File: config.mk
export PLATFORM = sky130hd
export DESIGN_NAME = axis_fifo_flat
export DESIGN_NICKNAME = d
export VERILOG_FILES = /design/src/rtl/axis_if.sv /design/src/rtl/axis_fifo.sv /design/src/flat_wrapper.sv
export SDC_FILE = /design/constraint.sdc
export NUM_CORES = 1
export LEC_CHECK = 0
export BUFFER_PORTS_ARGS = -buffer_cell sky130_fd_sc_hd__buf_2
export CAP_MARGIN = 5
export CORE_UTILIZATION = 55
export CTS_CLUSTER_SIZE = 24
export DETAILED_ROUTE_END_ITERATION = 6
export GPL_ROUTABILITY_DRIVEN = 0
export GPL_TIMING_DRIVEN = 0
export PLACE_DENSITY = 0.79
export SYNTH_ARGS = -nofsm -noshare
export SYNTH_HDL_FRONTEND = slang
export SYNTH_SLANG_ARGS = --single-unit
File: constraint.sdc
create_clock -name aclk -period 4.65 [get_ports aclk]
set_input_delay 0.93 -clock aclk [delete_from_list [all_inputs] [get_ports aclk]]
set_output_delay 0.93 -clock aclk [all_outputs]
set_load 0.005 [all_outputs]
File: src/rtl/axis_if.sv
// axis_if: AXI-Stream handshake/data bundle. The master drives tvalid/tdata and the slave
// drives tready.
interface axis_if #(
    parameter int unsigned DATA_WIDTH = 32
) ();
    logic                  tvalid;
    logic                  tready;
    logic [DATA_WIDTH-1:0] tdata;

    modport master (output tvalid, output tdata, input tready);
    modport slave  (input tvalid, input tdata, output tready);
endinterface

File: src/rtl/axis_fifo.sv
// axis_fifo: single-clock AXI-Stream FIFO with first-word-fall-through output and status flags.
// Optional: define AXIS_FIFO_LEVEL_EN to add the fifo_level occupancy output.
module axis_fifo #(
    parameter int unsigned DATA_WIDTH = 32,
    parameter int unsigned DEPTH      = 16
) (
    input  logic                   aclk,
    input  logic                   areset,
    axis_if.slave                  s_axis,
    axis_if.master                 m_axis,
    output logic                   fifo_empty,
    output logic                   fifo_half,
`ifdef AXIS_FIFO_LEVEL_EN
    output logic [$clog2(DEPTH):0] fifo_level,
`endif
    output logic                   fifo_full
);
    localparam int unsigned AW = $clog2(DEPTH);
    localparam logic [AW:0] PtrOne = {{AW{1'b0}}, 1'b1};

    if (DEPTH < 4 || (DEPTH & (DEPTH - 1)) != 0) begin : g_depth_check
        $error("axis_fifo: DEPTH must be a power of two and >= 4");
    end

    logic [DATA_WIDTH-1:0] mem_q [DEPTH];
    logic [AW:0]           wr_ptr_q, wr_ptr_d;
    logic [AW:0]           rd_ptr_q, rd_ptr_d;
    logic [AW:0]           occ;
    logic                  push, pop;

    // Flags derive only from the registered pointers; the MSB is the wrap bit.
    always_comb begin
        occ        = wr_ptr_q - rd_ptr_q;
        fifo_empty = (wr_ptr_q == rd_ptr_q);
        fifo_full  = (wr_ptr_q[AW-1:0] == rd_ptr_q[AW-1:0]) && (wr_ptr_q[AW] != rd_ptr_q[AW]);
        // occ never exceeds DEPTH, so bit AW or AW-1 set means occ >= DEPTH/2.
        fifo_half  = occ[AW] | occ[AW-1];
    end

    always_comb begin
        s_axis.tready = !fifo_full;
        m_axis.tvalid = !fifo_empty;
        m_axis.tdata  = fifo_empty ? '0 : mem_q[rd_ptr_q[AW-1:0]];
    end

    always_comb begin
        push     = s_axis.tvalid && !fifo_full;
        pop      = m_axis.tready && !fifo_empty;
        wr_ptr_d = push ? wr_ptr_q + PtrOne : wr_ptr_q;
        rd_ptr_d = pop  ? rd_ptr_q + PtrOne : rd_ptr_q;
    end

`ifdef AXIS_FIFO_LEVEL_EN
    assign fifo_level = occ;
`endif

    always_ff @(posedge aclk or posedge areset) begin
        if (areset) begin
            wr_ptr_q <= '0;
            rd_ptr_q <= '0;
        end else begin
            wr_ptr_q <= wr_ptr_d;
            rd_ptr_q <= rd_ptr_d;
        end
    end

    // Storage is deliberately not reset; the output mux hides stale contents when empty.
    always_ff @(posedge aclk) begin
        if (push) begin
            mem_q[wr_ptr_q[AW-1:0]] <= s_axis.tdata;
        end
    end
endmodule

File: src/flat_wrapper.sv
// flat-port wrapper written by rule: the top's interface ports become plain ports
module axis_fifo_flat 
#(
    parameter int unsigned DATA_WIDTH = 32,
    parameter int unsigned DEPTH      = 16
)
  (aclk, areset, fifo_empty, fifo_half, fifo_full, s_axis_tvalid, s_axis_tdata, s_axis_tready, m_axis_tvalid, m_axis_tdata, m_axis_tready);
  axis_if #(.DATA_WIDTH(DATA_WIDTH)) s_axis_i ();
  axis_if #(.DATA_WIDTH(DATA_WIDTH)) m_axis_i ();
  input  logic aclk;
  input  logic areset;
  output logic fifo_empty;
  output logic fifo_half;
  output logic fifo_full;
  input wire logic [$bits(s_axis_i.tvalid)-1:0] s_axis_tvalid;
  input wire logic [$bits(s_axis_i.tdata)-1:0] s_axis_tdata;
  output wire logic [$bits(s_axis_i.tready)-1:0] s_axis_tready;
  output wire logic [$bits(m_axis_i.tvalid)-1:0] m_axis_tvalid;
  output wire logic [$bits(m_axis_i.tdata)-1:0] m_axis_tdata;
  input wire logic [$bits(m_axis_i.tready)-1:0] m_axis_tready;
  assign s_axis_i.tvalid = s_axis_tvalid;
  assign s_axis_i.tdata = s_axis_tdata;
  assign s_axis_tready = s_axis_i.tready;
  assign m_axis_tvalid = m_axis_i.tvalid;
  assign m_axis_tdata = m_axis_i.tdata;
  assign m_axis_i.tready = m_axis_tready;
  axis_fifo #(.DATA_WIDTH(DATA_WIDTH), .DEPTH(DEPTH)) u_core (.aclk(aclk), .areset(areset), .s_axis(s_axis_i), .m_axis(m_axis_i), .fifo_empty(fifo_empty), .fifo_half(fifo_half), .fifo_full(fifo_full));
endmodule
==> load_flow_metrics.sql, run 1 <==
INSERT INTO impl_metrics (metric_group, metric, value, unit) VALUES
('sta', 'setup_slack', '181', 'ps'),
('floorplanning', 'core.rowCount', '69', ''),
('yosys', 'ys.flop_type', 'edfxtp_1', ''),
('global_route', 'antenna_found_initial', '1', ''),
('floorplanning', 'ioPinCount', '73', ''),
('yosys', 'synth_cells', '937', ''),
('clock_tree', 'cts.sinks', '522', ''),
('sta', 'fmax', '224', 'MHz'),
('yosys', 'ys.warnings.count', '0', ''),
('yosys', 'ys_ff_latch', '522', ''),
('floorplanning', 'horizontal_die_dimension', '193', 'um'),
('yosys', 'synth_enable_flop_cells', '512', ''),
('global_route', 'groute.usage.overall', '0.243', ''),
('sta', 'grt_setup_unrepaired', 'false', ''),
('sta', 'finalWorstPathRequiredPeriod', '4470', 'ps'),
('sta', 'tightestPinTransition', '909', 'ps'),
('yosys', 'synthesis.area_per_instance', '21.5', 'um2'),
('cells_and_area', 'final_layout_size_suffix_gt1_frac', '0.308', ''),
('yosys', 'syn_area', '20200', 'um2'),
('setup_path', 'critPathRequiredTime', '3720', 'ps'),
('run_status', 'violations', 'DRC', ''),
('route', 'drt-total-wl', '44800', 'um'),
('yosys', 'ys_types', '34', ''),
('cells_and_area', 'area_growth', '16.2', '%'),
('yosys', 'synth-seq-area-share', '0.775', ''),
('yosys', 'synth_top_area_share', '0.762', ''),
('route', 'routed-via-count', '9980', ''),
('route', 'drt_pass1_iterations', '7', ''),
('floorplanning', 'die_y', '193', 'um'),
('power', 'standby_leakage_power', '7.72', 'nW'),
('clock_tree', 'root_buffer', 'clkbuf_16', ''),
('power', 'power.share.clock', '0.278', ''),
('yosys', 'synth.net_count', '982', ''),
('power', 'p_seq_frac', '0.394', ''),
('global_route', 'grt_start_max_net_pins', '26', ''),
('route', 'wl_per_cell', '28.2', 'um'),
('sta', 'timing.final.hold_violations', '0', ''),
('floorplanning', 'initial_utilization', '0.563', ''),
('place', 'port-buffer-count', '72', ''),
('sta', 'final-setup-viol-count', '0', ''),
('setup_path', 'critical_path_peak_fanout', '10', ''),
('sta', 'final_setup_skew', '16.3', 'ps'),
('clock_tree', 'tritoncts', 'built', ''),
('cells_and_area', 'insertedDiodeCount', '0', ''),
('global_route', 'grt_pass1_wl', '66000', 'um'),
('power', 'switching_power', '4.57', 'mW'),
('sta', 'tns', '0', 'ps'),
('sta', 'slew_headroom', '0.392', ''),
('yosys', 'synth.top_cells.by_area', 'edfxtp_1, mux4_2, nand2_1', ''),
('min_path', 'hold_class', 'primary input to asynchronous set/reset pin', ''),
('setup_path', 'startpoint', 'u_core.rd_ptr_q[2]', ''),
('route', 'final_antenna_net_count', '0', ''),
('place', 'detailedPlacementHpwl', '26900', 'um'),
('clock_tree', 'clk-insertion-delay-late', '570', 'ps'),
('floorplanning', 'fp.coreArea', '35800', 'um2'),
('sta', 'period_share', '0.961', ''),
('yosys', 'synth_most_common_cell', 'edfxtp_1', ''),
('power', 'comb_power_share', '0.328', ''),
('clock_tree', 'cts.clk_slew.worst_paths', '60', 'ps'),
('global_route', 'globalRouteOverflowTotal', '0', ''),
('setup_path', 'cp-start-kind', 'flop', ''),
('setup_path', 'worst-endpoint-arrival', '3540', 'ps'),
('global_route', 'first_global_vias', '10400', ''),
('power', 'switching_share', '0.309', ''),
('clock_tree', 'cts-buffers-inserted', '52', ''),
('route', 'first_iter_violations', '907', ''),
('power', 'irDropWorstVdd', '0.000339', 'V'),
('yosys', 'synth.cells.most_frequent', 'edfxtp_1, mux4_2, nand2_1, nor2b_1, a221o_1', ''),
('yosys', 'ys_async_sr_fraction', '0.0192', ''),
('yosys', 'yosysTopAreaCell', 'edfxtp_1', ''),
('floorplanning', 'design.die.area', '37400', 'um2'),
('place', 'place_ws', '-129', 'ps'),
('clock_tree', 'h-tree-depth', '2', ''),
('route', 'drc', '5', ''),
('route', 'route.detailed.vias_per_inst', '6.29', ''),
('sta', 'timing_max_transition_violations_final', '0', ''),
('setup_path', 'criticalPathCategory', 'flop to output pin', ''),
('setup_path', 'crit_path_end_kind', 'output pin', ''),
('run_status', 'run_status', 'finished, violations left', ''),
('setup_path', 'rr_startpoint', 'u_core.rd_ptr_q[2]', ''),
('cells_and_area', 'nNetsFinal', '1128', ''),
('power', 'p_int', '10.2', 'mW'),
('job', 'number_of_max_cap_violations', '0', ''),
('power', 'cellPowerDensity', '631', 'nW/um2'),
('cells_and_area', 'fillerInstances', '2201', ''),
('clock_tree', 'clock_tree.buffer_depth', '3', '');
## placed cells by master (no fill, tap or decap), drive strengths merged, types with 2 or more instances in the layout
| cell type | count |
|---|---|
| buf | 119 |
| xnor2 | 9 |
| bufinv | 5 |
| nor2 | 15 |
| dfrtp | 10 |
| nand2b | 2 |
| clkinv | 22 |
| nand3 | 2 |
| edfxtp | 512 |
| inv | 10 |
| clkinvlp | 6 |
| nor3 | 8 |
| mux4 | 128 |
| ha | 9 |
| o21ai | 3 |
| a221o | 31 |
| clkbuf | 85 |
| nor2b | 32 |
| nand4 | 4 |
| nand2 | 102 |
## what timing repair did
action,in CTS,in global routing
pin swaps,0,1
endpoints found under the setup margin,32,30
buffers inserted,1,1
hold buffers,0,0
resized for setup,15,4
## critical path: stages (launching register included)
cell     delay [ps]
dfrtp_2         470
buf_4           270
buf_4           250
inv_1           100
ha_1            320
and4_1          260
nand2_2         160
inv_4           160
nor3_4           60
buf_12          140
buf_4           200
a221o_1         400
buf_2           150
## flip-flops by register name (all words and copies together) (netlist names)
signal	count
u_core.mem_q	512
u_core.rd_ptr_q	5
u_core.wr_ptr_q	5
## area by class of cell
cell class,instances,area [um2],area share
Multi-Input combinational cell,357,4370,0.186
Buffer,47,298,0.0127
Clock buffer,63,1360,0.0582
Clock inverter,34,307,0.0131
Tap cell,461,577,0.0246
Sequential cell,522,15600,0.667
Timing Repair Buffer,94,856,0.0365
Inverter,9,40.0,0.00171
## stage by stage
step | instance area (um2) | power [mW] | cells | utilization | hold WS (ps)
after floorplan | 20200 | 8.89 | 937 | - | 502
after global placement | 21100 | 10.4 | 1470 | 0.590 | 518
after detailed placement | 21700 | 10.7 | 1490 | 0.606 | 545
after CTS | 23400 | 14.8 | 1586 | 0.653 | 331
after global routing | 23400 | 15.3 | 1587 | 0.654 | 372
final | 23400 | 14.8 | 1587 | 0.654 | 341
## power groups by stage
stage | Combinational, mW | Sequential (mW) | Clock (mW)
2_1_floorplan | 3.02 | 5.87 | 0
3_3_place_gp | 4.45 | 5.91 | 0
3_5_place_dp | 4.77 | 5.90 | 0
4_1_cts | 4.86 | 5.82 | 4.14
5_1_grt | 5.17 | 5.85 | 4.31
6_report | 4.85 | 5.83 | 4.11
## routing by layer
layer	track usage	wire, um
met5	0	13
met2	0.425	23400
met1	0.313	17000
met4	0.0791	1280
met3	0.0413	2990
## logic make-up (layout without fill, tap and decap cells)
| group | Yosys count | in the layout | share of synthesized area |
|---|---|---|---|
| buffers and inverters | 58 | 247 | 0.0157 |
| AOI/OAI and AO/OA | 38 | 38 | 0.0177 |
| xor gates and xnor gates | 10 | 10 | 0.00434 |
| muxes | 129 | 129 | 0.143 |
| and+or+nand+nor | 171 | 171 | 0.0384 |
| adders and majority gates | 9 | 9 | 0.00558 |
| DFF | 522 | 522 | 0.775 |
## path summary, 6_finish.rpt
kind / to / slack (ps) / cells past startpoint
worst min register to register: u_core.wr_ptr_q[4] / 560 / 1
min in group aclk: u_core.wr_ptr_q[4] / 560 / 1
max in group asynchronous: u_core.rd_ptr_q[2] / 3990 / 2
worst min-delay path: u_core.rd_ptr_q[4] / 340 / 2
worst max-delay path: m_axis_tdata[29] / 180 / 12
worst max register to register: u_core.mem_q[6][7] / 720 / 9
No activity file was read; power rests on OpenSTA's default activity.
==> run 2, diff against run 1 <==
- BUFFER_PORTS_ARGS: -buffer_cell sky130_fd_sc_hd__buf_2 -> unset
- CORE_UTILIZATION: 55 -> 63
- DONT_BUFFER_PORTS: unset -> 1
- PLACE_DENSITY: 0.79 -> 0.83
- clock period: 4.65 -> 5 ns (I/O delays scaled with it)
==> run 2 against run 1 <==
  * The run now ends clean
  * Sequential share of layout area grew 1.9 points
  * First-iteration DRC count grew 22%
  * Combinational power shrank 15%
  * Clock skew grew 5.0 ps
  * Routed wire length grew 2.0%
  * Clock-buffer cell count shrank 4
  * Register-to-register slack lost 70 ps
  * Highest routed layer is now met4
==> load_flow_metrics.sql, run 2 (synthesized netlist as in run 1, its figures left out) <==
INSERT INTO impl_metrics (metric_group, metric, value, unit) VALUES
('sta', 'finalWorstPathRequiredPeriod', '4900', 'ps'),
('route', 'drt_pass1_iterations', '6', ''),
('cells_and_area', 'final_layout_size_suffix_gt1_frac', '0.255', ''),
('global_route', 'grt_start_max_net_pins', '23', ''),
('job', 'number_of_max_cap_violations', '0', ''),
('route', 'wl_per_cell', '31.4', 'um'),
('setup_path', 'cp-start-kind', 'flop', ''),
('clock_tree', 'clock_tree.buffer_depth', '3', ''),
('run_status', 'run_status', 'complete, no violations', ''),
('place', 'detailedPlacementHpwl', '26500', 'um'),
('clock_tree', 'number_of_gates_given_a_new_drive_strength_after_cts', '7', ''),
('floorplanning', 'fp.coreArea', '31600', 'um2'),
('floorplanning', 'horizontal_die_dimension', '181', 'um'),
('clock_tree', 'clk-insertion-delay-late', '570', 'ps'),
('global_route', 'grt_pass1_wl', '66000', 'um'),
('power', 'p_total', '13.2', 'mW'),
('route', 'final_antenna_net_count', '0', ''),
('power', 'irDropWorstVdd', '0.000391', 'V'),
('floorplanning', 'design.die.area', '32700', 'um2'),
('sta', 'timing.final.hold_violations', '0', ''),
('cells_and_area', 'area_growth', '13.0', '%'),
('setup_path', 'criticalPathCategory', 'flop to output pin', ''),
('clock_tree', 'root_buffer', 'clkbuf_16', ''),
('floorplanning', 'initial_utilization', '0.639', ''),
('cells_and_area', 'multiInputGateArea', '4340', 'um2'),
('place', 'port-buffer-count', '0', ''),
('clock_tree', 'cts-buffers-inserted', '50', ''),
('route', 'routed-via-count', '9918', ''),
('sta', 'worst_hold_slack', '309', 'ps'),
('cells_and_area', 'fillerInstances', '1739', ''),
('setup_path', 'critical-path-slowest-cell', 'buf_2', ''),
('sta', 'final-setup-viol-count', '0', ''),
('cells_and_area', 'insertedDiodeCount', '0', ''),
('cells_and_area', 'largest_reg_flops', '512', ''),
('power', 'standby_leakage_power', '7.37', 'nW'),
('min_path', 'hold_class', 'primary input to asynchronous set/reset pin', ''),
('cells_and_area', 'final_common_cell', 'edfxtp_1', ''),
('setup_path', 'worst-endpoint-arrival', '3900', 'ps'),
('cells_and_area', 'layout.cells.most_common_list', 'edfxtp_1, mux4_2, nand2_1, clkbuf_16, nor2b_1', ''),
('sta', 'slew_headroom', '0.322', ''),
('global_route', 'antenna_found_initial', '0', ''),
('cells_and_area', 'nNetsFinal', '1057', ''),
('clock_tree', 'post_cts_hold_buffer_count', '0', ''),
('power', 'cellPowerDensity', '581', 'nW/um2'),
('floorplanning', 'die_y', '181', 'um'),
('sta', 'tightestPinTransition', '1010', 'ps'),
('route', 'first_iter_violations', '1107', ''),
('clock_tree', 'tritoncts', 'built', ''),
('clock_tree', 'cts.clk_slew.worst_paths', '70', 'ps'),
('setup_path', 'crit_path_end_kind', 'output pin', ''),
('route', 'route.detailed.vias_per_inst', '6.83', ''),
('sta', 'grt_setup_unrepaired', 'true', ''),
('global_route', 'globalRouteOverflowTotal', '0', ''),
('setup_path', 'crit_path_max_incr_delay', '370', 'ps'),
('sta', 'period_share', '0.981', ''),
('sta', 'fmax', '204', 'MHz'),
('floorplanning', 'ioPinCount', '73', ''),
('sta', 'timing_max_transition_violations_final', '0', ''),
('floorplanning', 'core.rowCount', '65', ''),
('setup_path', 'r2r.worst_path.cells', '10', ''),
('setup_path', 'crit_path_cell_trace', 'clkbuf_1 -> buf_4 -> buf_2 -> inv_1 -> ha_1 -> and4_1 -> nand2_1 -> inv_1 -> nor2_2 -> buf_2 -> a221o_1', ''),
('route', 'drt-total-wl', '45600', 'um'),
('clock_tree', 'h-tree-depth', '2', ''),
('setup_path', 'critPathRequiredTime', '4000', 'ps'),
('global_route', 'first_global_vias', '10400', ''),
('clock_tree', 'cts.sinks', '522', ''),
('route', 'drc', '0', ''),
('cells_and_area', 'sequential_cell_area', '15600', 'um2'),
('setup_path', 'critical_path_peak_fanout', '10', ''),
('global_route', 'groute.usage.overall', '0.287', ''),
('clock_tree', 'cts_setup_buffers', '0', ''),
('sta', 'final_setup_skew', '21.3', 'ps');
[run 2: changes by cell type in the layout (fill, tap and decap cells not counted), sizes merged]
cell and change:
clkinv +2, clkinvlp -4, clkbuf -1, buf -72
[run 2: final cells by class]
class | instances | area share
repair buffers | 24 | 0.0180
plain buffers | 48 | 0.0128
flip-flops and latches | 522 | 0.686
clock buffers | 59 | 0.0573
clock inverters | 32 | 0.0121
inverters | 9 | 0.00148
multi-input cells | 357 | 0.191
well taps | 402 | 0.0221
[run 2: final timing paths]
kind                                         to  slack, ps          startpoint
max                             m_axis_tdata[5]        100  u_core.rd_ptr_q[2]
min                          u_core.rd_ptr_q[3]        310              areset
max reg2reg                 u_core.mem_q[0][19]        650  u_core.rd_ptr_q[2]
min reg2reg                  u_core.rd_ptr_q[4]        540  u_core.rd_ptr_q[4]
max in group asynchronous    u_core.wr_ptr_q[2]       4390              areset
min in group aclk          u_core.mem_q[12][28]        530    s_axis_tdata[28]
[run 2: report_power, final]
part	internal [mW]	leakage, nW	switching, mW	total [mW]
clock	2.12	0.774	1.57	3.68
sequential	5.28	4.74	0.134	5.42
combinational	1.76	1.85	2.37	4.13
[run 2: stage by stage]
stage | setup slack (ps) | utilization | std cells | setup TNS (ps) | cell area, um2
floorplan | 193 | - | 937 | 0 | 20200
global placement | -2890 | 0.655 | 1339 | -771410 | 20700
detailed placement | 278 | 0.671 | 1363 | 0 | 21200
CTS | 47.8 | 0.722 | 1453 | 0 | 22800
global route | -4.54 | 0.722 | 1453 | -17.1 | 22800
finish | 96.7 | 0.722 | 1453 | 0 | 22800
[run 2: worst max-delay path, delay by kind of cell, from the launching register on]
family,cells,cell delay [ps]
buffers and inverters,6,1640
and+or+nand+nor,3,740
adders and majority gates,1,340
DFF,1,330
AOI/OAI and AO/OA,1,250
[run 2: metal layers]
metal	wire length, um	track usage	share of wire	vias to the layer above
met5	0	0	0	-
met4	2130	0.140	0.047	0
met3	4030	0.0522	0.088	153
met2	23400	0.488	0.51	639
met1	16000	0.361	0.35	5126
li1	-	-	-	4000
